## config.mk

```make
export PLATFORM = sky130hd
export DESIGN_NAME = alu_op_sequencer
export DESIGN_NICKNAME = d
export VERILOG_FILES = /design/src/rtl/alu_op_sequencer.sv
export SDC_FILE = /design/constraint.sdc
export NUM_CORES = 1
export LEC_CHECK = 0
export CAP_MARGIN = 20
export CORE_MARGIN = 5
export CORE_UTILIZATION = 45
export DETAILED_ROUTE_END_ITERATION = 10
export PLACE_DENSITY = 0.84
export SYNTH_ARGS = -nofsm -noshare
export SYNTH_HDL_FRONTEND = slang
export SYNTH_SLANG_ARGS = --single-unit
```

## constraint.sdc

```tcl
create_clock -name clock -period 4.9 [get_ports clock]
set_input_delay 0.49 -clock clock [delete_from_list [all_inputs] [get_ports clock]]
set_output_delay 0.49 -clock clock [all_outputs]
set_load 0.02 [all_outputs]
```

## src/rtl/alu_op_sequencer.sv

```systemverilog
// Purpose : front-end controller for the 32-bit ALU; latches one request,
//           holds one-hot ALU strobes for the op's latency, then returns the
//           64-bit {HI,LO} result on a valid/ready response port.
// Latency : BASIC_LAT / MUL_LAT / DIV_LAT EXEC cycles, plus one cycle to
//           present the response. Illegal op and divide-by-zero answer in one cycle.
// Backpres: a single op is in flight. req_ready is low from acceptance until the
//           response handshake. The response is held stable while rsp_ready is low.
//
// Ports:
//   clock, clear           rising-edge clock, synchronous active-high reset
//   req_valid/req_ready    request handshake; req_op, req_a, req_b are the payload
//   alu_a, alu_b, alu_ctrl operands and one-hot strobes driven to the ALU
//   alu_result             {HI,LO} returned by the ALU
//   rsp_valid/rsp_ready    response handshake; rsp_hi, rsp_lo, rsp_err are the payload
//   busy                   high whenever the sequencer is not idle
module alu_op_sequencer #(
  parameter int BASIC_LAT = 1,
  parameter int MUL_LAT   = 4,
  parameter int DIV_LAT   = 8,
  parameter int CNT_W     = 4
) (
  input  logic        clock,
  input  logic        clear,
  input  logic        req_valid,
  output logic        req_ready,
  input  logic [3:0]  req_op,
  input  logic [31:0] req_a,
  input  logic [31:0] req_b,
  output logic [31:0] alu_a,
  output logic [31:0] alu_b,
  output logic [12:0] alu_ctrl,
  input  logic [63:0] alu_result,
  output logic        rsp_valid,
  input  logic        rsp_ready,
  output logic [31:0] rsp_hi,
  output logic [31:0] rsp_lo,
  output logic        rsp_err,
  output logic        busy
);

  localparam logic [3:0] OP_MUL     = 4'd6;
  localparam logic [3:0] OP_DIV     = 4'd7;
  localparam logic [3:0] OP_MAX_LEG = 4'd12;

  typedef enum logic [1:0] {
    IDLE = 2'd0,
    EXEC = 2'd1,
    RESP = 2'd2
  } state_t;

  state_t             state_q;
  logic [31:0]        a_q, b_q;
  logic [12:0]        ctrl_q;      // one-hot; also serves as the latched opcode
  logic [CNT_W-1:0]   cnt_q;
  logic               req_ready_q;
  logic               rsp_valid_q;
  logic               rsp_err_q;
  logic [31:0]        rsp_hi_q, rsp_lo_q;
  logic               busy_q;

  // Decode of the incoming request, only meaningful while accepting.
  logic               op_legal_d;
  logic               div_zero_d;
  logic [CNT_W-1:0]   cnt_load_d;
  logic [12:0]        ctrl_load_d;

  always_comb begin
    op_legal_d  = (req_op <= OP_MAX_LEG);
    div_zero_d  = (req_op == OP_DIV) && (req_b == 32'd0);
    ctrl_load_d = 13'd1 << req_op;
    case (req_op)
      OP_MUL:  cnt_load_d = CNT_W'(MUL_LAT - 1);
      OP_DIV:  cnt_load_d = CNT_W'(DIV_LAT - 1);
      default: cnt_load_d = CNT_W'(BASIC_LAT - 1);
    endcase
  end

  always_ff @(posedge clock) begin
    if (clear) begin
      state_q     <= IDLE;
      a_q         <= 32'd0;
      b_q         <= 32'd0;
      ctrl_q      <= 13'd0;
      cnt_q       <= '0;
      req_ready_q <= 1'b1;
      rsp_valid_q <= 1'b0;
      rsp_err_q   <= 1'b0;
      rsp_hi_q    <= 32'd0;
      rsp_lo_q    <= 32'd0;
      busy_q      <= 1'b0;
    end else begin
      case (state_q)
        IDLE: begin
          if (req_valid && req_ready_q) begin
            a_q         <= req_a;
            b_q         <= req_b;
            req_ready_q <= 1'b0;
            busy_q      <= 1'b1;
            if (!op_legal_d) begin
              // Rejected without ever strobing the ALU.
              state_q     <= RESP;
              rsp_valid_q <= 1'b1;
              rsp_err_q   <= 1'b1;
              rsp_hi_q    <= 32'd0;
              rsp_lo_q    <= 32'd0;
            end else if (div_zero_d) begin
              // Remainder = dividend, quotient = all ones, flagged as error.
              state_q     <= RESP;
              rsp_valid_q <= 1'b1;
              rsp_err_q   <= 1'b1;
              rsp_hi_q    <= req_a;
              rsp_lo_q    <= 32'hFFFF_FFFF;
            end else begin
              state_q <= EXEC;
              cnt_q   <= cnt_load_d;
              ctrl_q  <= ctrl_load_d;
            end
          end
        end

        EXEC: begin
          if (cnt_q != '0) begin
            cnt_q <= cnt_q - 1'b1;
          end else begin
            // Strobes have been held for the full latency; result has settled.
            state_q     <= RESP;
            ctrl_q      <= 13'd0;
            rsp_valid_q <= 1'b1;
            rsp_err_q   <= 1'b0;
            rsp_hi_q    <= alu_result[63:32];
            rsp_lo_q    <= alu_result[31:0];
          end
        end

        RESP: begin
          if (rsp_ready) begin
            state_q     <= IDLE;
            rsp_valid_q <= 1'b0;
            rsp_err_q   <= 1'b0;
            req_ready_q <= 1'b1;
            busy_q      <= 1'b0;
          end
        end

        default: begin
          state_q     <= IDLE;
          ctrl_q      <= 13'd0;
          rsp_valid_q <= 1'b0;
          rsp_err_q   <= 1'b0;
          req_ready_q <= 1'b1;
          busy_q      <= 1'b0;
        end
      endcase
    end
  end

  assign req_ready = req_ready_q;
  assign alu_a     = a_q;
  assign alu_b     = b_q;
  assign alu_ctrl  = ctrl_q;
  assign rsp_valid = rsp_valid_q;
  assign rsp_err   = rsp_err_q;
  assign rsp_hi    = rsp_hi_q;
  assign rsp_lo    = rsp_lo_q;
  assign busy      = busy_q;

endmodule

```

==> summary.md, run 1 <==
| Metric | Value |
|---|---|
| Pin count of the biggest net entering global routing | `75` |
| Synth area leader | `dfxtp_1` |
| Worst skew pair latency | `0.41 ns` |
| Met2 GRT Util | `39.3%` |
| Die width | `127 um` |
| Dpl hpwl | `14.5 mm` |
| Highest Clock Rate | `330 MHz` |
| CP Class | `in2reg` |
| Post-route DRC | `0` |
| Share of post-route cells with drive strength above 1 | `5.40%` |
| GRT Total Usage | `24.7%` |
| Net switching power | `1440 uW` |
| Initial antenna violation count | `0` |
| H-tree Lvls | `4` |
| Design area | `9500 um^2` |
| RSZ-0062 raised after global routing | `false` |
| Cells after synthesis | `765` |
| Flop pwr share | `36.4%` |
| CTS tree | `yes` |
| Syn avg cell area | `8.03 um^2` |
| Core Area | `13,300 um^2` |
| Most frequent cell after synthesis | `nand2_1` |
| Flop-to-flop setup slack | `2.01 ns` |
| #FFs+latches synth | `151` |
| Via count | `6,438` |
| Hold Fails Final Rpt | `0` |
| Gp weighted congestion | `0.803` |
| Antenna diodes | `0` |
| Clk buf depth | `2` |
| Fin Setup TNS | `0 ns` |
| Synth Flop Type | `dfxtp_1` |
| I/O pins | `281` |
| DR WL/cell | `17.2 um` |
| Antenna violation net count after detailed routing | `0` |
| Met3 Use GR | `8.79%` |
| Setup Viol. Count Final | `0` |
| Detailed Route WL | `20.6 mm` |
| IO Port Bufs | `280` |
| Sw frac | `34.2%` |
| GR Layer Usage met1 | `30.2%` |
| Syn_nets | `902` |
| Clock transition at path regs | `0.06 ns` |
| Starting Density | `46.2%` |
| Top cells by area, synth | `dfxtp_1 (49%), nand2_1 (13%), a21oi_1 (9.3%), a311oi_1 (4.7%), o211ai_1 (4.2%)` |
| Post-cts repair resize count | `0` |
| Ys async rst share | `0%` |
| Outcome | `completed` |
| Tcrit/Tclk final | `61.8%` |
| Area Growth Syn to Fin | `54.6%` |
| Hold buffer count at cts | `0` |
| LEAKAGE | `0.00333 uW` |
| Comb pwr share | `34.8%` |
| Mapped Area | `6140 um^2` |
| Via density per instance | `5.39` |
| Crit path max fanout | `71` |
| DIE HEIGHT | `127 um` |
| Critical path data arrival time | `3.34 ns` |
| FP Rows | `42` |
| Setup bufs post-CTS | `0` |
| GRT busiest layer | `met2` |
| Skew final | `0.00894 ns` |
| Die area | `16,100 um^2` |
| Total CTS buffers | `17` |
| Distinct cells, synth | `45` |
| First-pass GRT wire length | `31.9 mm` |
| Detailed Routing Iterations Pass 1 | `5` |
| Root Driver | `clkbuf_16` |
| VDD IR max | `0.270 mV` |
| Yosys warns | `0` |
| Synth top cells by count | `nand2_1 (214), dfxtp_1 (151), a21oi_1 (114), nor2_1 (46), clkbuf_1 (44)` |
| Grt ovf | `0` |
| Fillers | `1,035` |
| Iter 0 DRT Violations | `355` |
| Post-synth EDFFs | `0` |
| Cell Pwr Density | `443 nW/um^2` |
| Post-synth top area share | `49.2%` |
| Placed Area | `8950 um^2` |
| Total clock sinks | `151` |
| Worst-margin pin slew | `1.06 ns` |
| Vias in the first global route | `6,040` |
| Final Hold Slack | `0.450 ns` |
| Hold Path Class | `reg2reg` |
| Crit path time final | `3.03 ns` |
| Maximum capacitance violations | `0` |
| Critical path endpoint category | `register` |
| Slew HR | `29.4%` |
| Clock power share | `28.8%` |
| Startpoint Class | `primary input` |
| WP data required | `5.21 ns` |
| Pint | `2770 uW` |
| Post-synthesis sequential area ratio | `49.2%` |
| Final Net Count | `1,143` |
| Slew Viols, Final | `0` |
## sequential cells by signal, indices dropped and copies added (netlist names), 2 cells and up
name / cells
alu_ctrl: 13
alu_b: 32
rsp_hi: 32
cnt_q: 4
rsp_lo: 32
state_q: 2
alu_a: 32
## kinds of logic after synthesis
family	Yosys count	synth area share (%)
AND/OR/NAND/NOR	337	23.4
buffers and inverters	71	5.34
multiplexers	1	0.163
adder cells (fa/ha/maj)	1	0.204
flip-flops	151	49.2
AO/OA/AOI/OAI	204	21.7
## layout by cell type (no fill, tap or decap), types with 3 or more instances in the layout
cell,n
clkdlybuf4s50_1,279
nand2_1,214
dfxtp_1,151
a21oi_1,114
nor2_1,45
nand3_1,35
o211ai_1,34
a311oi_1,33
clkbuf_16,17
or3_1,10
buf_4,9
nor4_1,7
o21ai_0,7
clkinv_2,6
inv_1,4
or4_1,4
clkinv_4,4
nand2b_1,3
## per-layer routing
layer  vias to the layer above  wire length, um
met5                         -                0
met4                         0              620
met3                        47             1940
met2                       277             9530
met1                      2964             8510
li1                       3150                -
## final timing paths
path	start	to	cells after the start
max	req_b[16]	rsp_hi[3]	8
min reg2reg	rsp_lo[26]	rsp_lo[26]	2
max reg2reg	state_q[1]	rsp_lo[12]	5
min	rsp_lo[26]	rsp_lo[26]	2
## cell type report
| type | count | area, um^2 | area share [%] |
|---|---|---|---|
| Clock buffer | 20 | 447 | 4.70 |
| Clock inverter | 12 | 104 | 1.09 |
| Timing Repair Buffer | 289 | 2880 | 30.3 |
| Tap cell | 176 | 220 | 2.32 |
| Inverter | 4 | 15.0 | 0.158 |
| Multi-Input combinational cell | 543 | 2810 | 29.6 |
| Sequential cell | 151 | 3020 | 31.8 |
## worst max-delay path: stages
cell and delay [ns]:
clkdlybuf4s50_1 0.44, nor4_1 0.62, and3_1 0.28, nand3_1 0.14, o32ai_4 0.59, buf_12 0.37, nor2_1 0.09, a311oi_1 0.28
## power by group through the flow
stage	clock network [uW]	registers, uW	logic, uW
2_1_floorplan	0	1770	625
3_3_place_gp	0	1550	1440
3_5_place_dp	0	1560	1460
4_1_cts	1240	1530	1470
5_1_grt	1300	1560	1580
6_report	1210	1530	1460
## stage by stage
stage	cells	util [%]	worst slack (ns)	power, uW
global placement	1163	67.3	1.62	2990
CTS	1195	71.4	1.95	4240
floorplan	765	-	2.76	2390
global route	1195	71.4	1.66	4440
finish	1195	71.4	1.87	4210
detailed placement	1163	67.3	1.55	3020
Note: power is estimated with default switching activity, not from simulation.
==> run 2: changes to the inputs <==
--- a/config.mk
+++ b/config.mk
@@ -7,9 +7,9 @@
 export LEC_CHECK = 0
 export CAP_MARGIN = 20
 export CORE_MARGIN = 5
-export CORE_UTILIZATION = 45
+export CORE_UTILIZATION = 38
 export DETAILED_ROUTE_END_ITERATION = 10
-export PLACE_DENSITY = 0.84
+export PLACE_DENSITY = 0.75
 export SYNTH_ARGS = -nofsm -noshare
 export SYNTH_HDL_FRONTEND = slang
 export SYNTH_SLANG_ARGS = --single-unit
==> constraint.sdc (replaced) <==
create_clock -name clock -period 2.6 [get_ports clock]
set_input_delay 0.26 -clock clock [delete_from_list [all_inputs] [get_ports clock]]
set_output_delay 0.26 -clock clock [all_outputs]
set_load 0.02 [all_outputs]
==> run 2 against run 1 <==
  * Non-clock buffer count up 19
  * Clock skew up 0.0025 ns
  * Hold slack worse by 0.13 ns
  * Wire length up 4.4%
  * Clock power up 100%
  * First-iteration DRC count down 14%
  * Sequential cell count unchanged
  * Die area up 17%
  * Power up 95%
  * Design area up 2.7%
  * Combinational power up 97%
  * Largest power group unchanged
==> summary.md, run 2 (same netlist as run 1, synthesis figures left out) <==
| Metric | Value |
|---|---|
| Hold Crit Depth | `2` |
| Commonest cells after routing, fill and taps aside | `clkdlybuf4s50_1 (279), nand2_1 (214), dfxtp_1 (151)` |
| Flop-to-flop setup slack | `0.35 ns` |
| Vias in the first global route | `6,205` |
| HP Start | `clear` |
| Worst-margin pin slew | `0.565 ns` |
| Tcrit/Tclk final | `86.6%` |
| Hold Path Class | `in2reg` |
| Setup Viol. Count Final | `0` |
| Reg2reg path depth | `8` |
| Grt ovf | `0` |
| Hold Fails Final Rpt | `0` |
| RR Endpoint | `rsp_hi[4]` |
| WP data required | `2.92 ns` |
| Post-layout util | `61.4%` |
| Final worst slack | `0.348 ns` |
| RSZ-0062 raised after global routing | `false` |
| CP Cell Sequence | `clkdlybuf4s50_1, nor4_1, and3_1, nand3_1, o32ai_4, buf_4, nor2_1, a311oi_1` |
| Die area | `18,800 um^2` |
| Critical path endpoint category | `register` |
| Slew HR | `62.0%` |
| DR WL/cell | `17.2 um` |
| CP Class | `in2reg` |
| Antenna diodes | `0` |
| Final Hold Slack | `0.322 ns` |
| FP Rows | `46` |
| Area Growth Syn to Fin | `58.8%` |
| Die width | `137 um` |
| First-pass GRT wire length | `32.7 mm` |
| Worst Path Buf+Inv | `2` |
| Total CTS buffers | `17` |
| Setup bufs post-CTS | `0` |
| Iter 0 DRT Violations | `304` |
| Levels on crit path | `8` |
| GRT Total Usage | `22.2%` |
| Core Area | `15,900 um^2` |
| Dpl hpwl | `15.5 mm` |
| Hold EP | `alu_ctrl[4]` |
| H-tree Lvls | `4` |
| Post-route DRC | `0` |
| Via density per instance | `5.18` |
| Initial antenna violation count | `0` |
| Highest Clock Rate | `444 MHz` |
| Antenna violation net count after detailed routing | `0` |
| Clk buf depth | `2` |
| Startpoint Class | `primary input` |
| Starting Density | `38.7%` |
| Fillers | `1,406` |
| Cell Pwr Density | `841 nW/um^2` |
| Commonest non-fill, non-tap cell in the layout | `clkdlybuf4s50_1` |
| Skew final | `0.0115 ns` |
| Detailed Routing Iterations Pass 1 | `5` |
| Max incr delay on CP | `0.55 ns` |
| Multi-input gate area | `2820 um^2` |
| Via count | `6,496` |
| Reg2Reg Launch Point | `cnt_q[0]` |
| Slew Viols, Final | `0` |
| IO Port Bufs | `280` |
| Cell family with most CP delay | `simple AND/OR/NAND/NOR gates` |
| CTS tree | `yes` |
| Setup WS pre-CTS | `-0.00332 ns` |
| VDD IR max | `0.524 mV` |
| Critical path data arrival time | `2.57 ns` |
| Detailed Route WL | `21.5 mm` |
| Hold buffer count at cts | `0` |
| Share of post-route cells with drive strength above 1 | `6.85%` |
| Pin count of the biggest net entering global routing | `67` |
| Worst skew pair latency | `0.42 ns` |
| Outcome | `completed` |
| Crit path time final | `2.25 ns` |
| LEAKAGE | `0.00344 uW` |
| Root Driver | `clkbuf_16` |
| Final Net Count | `1,162` |
| DIE HEIGHT | `137 um` |
| Crit path max fanout | `30` |
| Register area | `3020 um^2` |
| Gp weighted congestion | `0.834` |
| Power, Total | `8200 uW` |
| I/O pins | `281` |
| Maximum capacitance violations | `0` |
| Total clock sinks | `151` |
| Clock transition at path regs | `0.06 ns` |
| Highest-delay cell along the critical path | `nor4_1` |
| Post-cts repair resize count | `0` |
## run 2: cell count changes in the layout (fill, tap and decap cells not counted), moves of 2 or more
cell,previous run,this run
buf_4,9,26
clkinv_2,6,2
clkinv_4,4,0
buf_12,1,3
clkbuf_1,2,4
clkbuf_8,1,3
clkinvlp_4,0,2
## run 2: layer usage
metal	global-route usage, %	up-vias	wire length [um]	share of wire [%]
li1	-	3185	-	-
met1	27.0	3051	8790	41
met2	35.9	236	10100	47
met3	8.93	24	2190	10
met4	6.65	0	407	1.9
met5	0	-	0	0
## run 2: layout make-up
class | count | share of cell area, %
clock buffer | 24 | 4.94
clock inverter | 7 | 0.962
inverter | 4 | 0.154
multi-input combinational | 543 | 28.9
sequential | 151 | 31.0
tap | 216 | 2.77
timing repair buffer | 308 | 31.2
## run 2: worst max path at each step
stage	start	end	slack, ns
2_1_floorplan	req_b[3]	cnt_q[3]	0.69
3_3_place_gp	req_b[16]	rsp_hi[10]	0.04
3_5_place_dp	req_b[16]	rsp_hi[9]	-0.003
4_1_cts	cnt_q[0]	rsp_hi[4]	0.35
5_1_grt	cnt_q[0]	rsp_hi[22]	0.13
6_report	req_b[16]	rsp_hi[4]	0.35
## run 2: per-stage QoR
stage | TNS (ns) | instances | instance area [um^2]
6_report | 0 | 1253 | 9750
5_1_grt | 0 | 1253 | 9750
4_1_cts | 0 | 1253 | 9750
3_5_place_dp | -0.00332 | 1222 | 9180
3_3_place_gp | 0 | 1222 | 9180
2_1_floorplan | 0 | 765 | 6140
## run 2: power breakdown
group	switching (uW)	total, uW	internal, uW	leakage [uW]
sequential	200	2880	2680	0.00124
clock	958	2440	1490	0.000277
combinational	1600	2870	1270	0.00193
==> run 3: changes to the inputs <==
--- a/config.mk
+++ b/config.mk
@@ -7,9 +7,9 @@
 export LEC_CHECK = 0
 export CAP_MARGIN = 20
 export CORE_MARGIN = 5
-export CORE_UTILIZATION = 38
+export CORE_UTILIZATION = 35
 export DETAILED_ROUTE_END_ITERATION = 10
-export PLACE_DENSITY = 0.75
+export PLACE_DENSITY = 0.68
 export SYNTH_ARGS = -nofsm -noshare
 export SYNTH_HDL_FRONTEND = slang
 export SYNTH_SLANG_ARGS = --single-unit
==> constraint.sdc (replaced) <==
create_clock -name clock -period 2.85 [get_ports clock]
set_input_delay 0.285 -clock clock [delete_from_list [all_inputs] [get_ports clock]]
set_output_delay 0.285 -clock clock [all_outputs]
set_load 0.02 [all_outputs]
==> run 3 against run 2 <==
  * Non-clock buffer count decreased by 9
  * Hold slack better by 0.037 ns
  * Sequential cell count unchanged
  * Critical path type unchanged
  * Die area up 7.9%
  * Count of clock-buffer cells in the layout is 4 lower
  * Power decreased by 8.2%
  * Critical endpoint is now rsp_hi[15]
==> summary.md, run 3 (same netlist as run 1, synthesis figures left out) <==
| Metric | Value |
|---|---|
| I/O pins | `281` |
| Commonest non-fill, non-tap cell in the layout | `clkdlybuf4s50_1` |
| Setup bufs post-CTS | `0` |
| Hold Path Class | `in2reg` |
| RSZ-0062 raised after global routing | `false` |
| Hold Crit Depth | `2` |
| Setup Viol. Count Final | `0` |
| Share of post-route cells with drive strength above 1 | `6.51%` |
| Post-cts repair resize count | `0` |
| Design area | `9740 um^2` |
| Core Area | `17,200 um^2` |
| Commonest cells after routing, fill and taps aside | `clkdlybuf4s50_1 (279), nand2_1 (214), dfxtp_1 (151)` |
| Total CTS buffers | `17` |
| Clock transition at path regs | `0.06 ns` |
| Grt ovf | `0` |
| Tcrit/Tclk final | `78.6%` |
| Worst-margin pin slew | `0.857 ns` |
| Area Growth Syn to Fin | `58.6%` |
| Skew final | `0.0117 ns` |
| Die width | `142 um` |
| Post-route DRC | `0` |
| Maximum capacitance violations | `0` |
| Critical path endpoint category | `register` |
| LEAKAGE | `0.00341 uW` |
| Starting Density | `35.6%` |
| Placed Area | `9140 um^2` |
| Multi-input gate area | `2820 um^2` |
| Startpoint Class | `primary input` |
| DR WL/cell | `17.2 um` |
| Hold buffer count at cts | `0` |
| FP Rows | `48` |
| Fin Setup TNS | `0 ns` |
| Crit path max fanout | `60` |
| Slew HR | `42.9%` |
| Pin count of the biggest net entering global routing | `99` |
| Iter 0 DRT Violations | `331` |
| Total clock sinks | `151` |
| Worst skew pair latency | `0.42 ns` |
| First-pass GRT wire length | `32.8 mm` |
| Fillers | `1,626` |
| Reg2reg path depth | `8` |
| Setup WS pre-CTS | `0.182 ns` |
| Gp weighted congestion | `0.830` |
| DIE HEIGHT | `142 um` |
| Cell Pwr Density | `773 nW/um^2` |
| Power, Total | `7530 uW` |
| Root Driver | `clkbuf_16` |
| Hold Fails Final Rpt | `0` |
| Detailed Routing Iterations Pass 1 | `5` |
| Via density per instance | `5.07` |
| IO Port Bufs | `280` |
| Via count | `6,356` |
| Outcome | `completed` |
| Critical path data arrival time | `2.55 ns` |
| VDD IR max | `0.406 mV` |
| Clk buf depth | `2` |
| Initial antenna violation count | `0` |
| Antenna violation net count after detailed routing | `0` |
| Vias in the first global route | `5,889` |
| Die area | `20,300 um^2` |
| GRT Total Usage | `20.1%` |
| Final Net Count | `1,153` |
| CP Class | `in2reg` |
| Highest Clock Rate | `446 MHz` |
| Final worst slack | `0.609 ns` |
| Register area | `3020 um^2` |
| WP data required | `3.16 ns` |
| Slew Viols, Final | `0` |
| Detailed Route WL | `21.5 mm` |
| Dpl hpwl | `15.0 mm` |
| Antenna diodes | `0` |
| CTS tree | `yes` |
| H-tree Lvls | `4` |
| Crit path time final | `2.24 ns` |
-- run 3: changes by cell type in the layout (fill, tap and decap cells not counted), sizes merged --
cell,delta
clkinv,+2
inv,+2
buf,-9
clkinvlp,+1
clkbuf,-4
-- run 3: worst max-delay path, cell delays in order --
cell and delay, ns:
clkdlybuf4s50_1 0.44, nor4_1 0.36, buf_4 0.18, and4_1 0.27, nand2_2 0.13, o32ai_4 0.22
buf_12 0.29, nor2_1 0.07, a311oi_1 0.27
-- run 3: per-layer routing --
| layer | vias up | track usage (%) | share of wire [%] |
|---|---|---|---|
| met5 | - | 0 | 0 |
| met3 | 19 | 6.99 | 8.7 |
| met2 | 215 | 32.2 | 47 |
| li1 | 3172 | - | - |
| met4 | 0 | 5.35 | 1.2 |
| met1 | 2950 | 25.9 | 43 |
-- run 3: where the power goes --
| group | switching, uW | internal, uW |
|---|---|---|
| logic | 1450 | 1140 |
| clock network | 926 | 1370 |
| registers | 186 | 2450 |
| total | 2560 | 4960 |
-- run 3: final cells by class --
class	count	area share, %
Sequential cell	151	31.0
Timing Repair Buffer	299	30.7
Multi-Input combinational cell	543	29.0
Clock buffer	20	4.79
Tap cell	225	2.89
Clock inverter	12	1.44
Inverter	4	0.154
-- run 3: path summary, 6_finish.rpt --
path                            slack (ns)           end  startpoint
worst min-delay path                  0.36  alu_ctrl[12]       clear
worst min register to register        0.45     rsp_lo[7]   rsp_lo[7]
worst max-delay path                  0.61    rsp_hi[15]   req_b[25]
worst max register to register        0.62   alu_ctrl[8]  state_q[1]
-- run 3: through the flow --
| stage | utilization, % | cells | hold slack, ns |
|---|---|---|---|
| 4_1_cts | 56.5 | 1254 | 0.348 |
| 3_3_place_gp | 53.0 | 1222 | 0.438 |
| 3_5_place_dp | 53.0 | 1222 | 0.445 |
| 5_1_grt | 56.5 | 1254 | 0.389 |
| 6_report | 56.5 | 1254 | 0.359 |
| 2_1_floorplan | - | 765 | 0.421 |
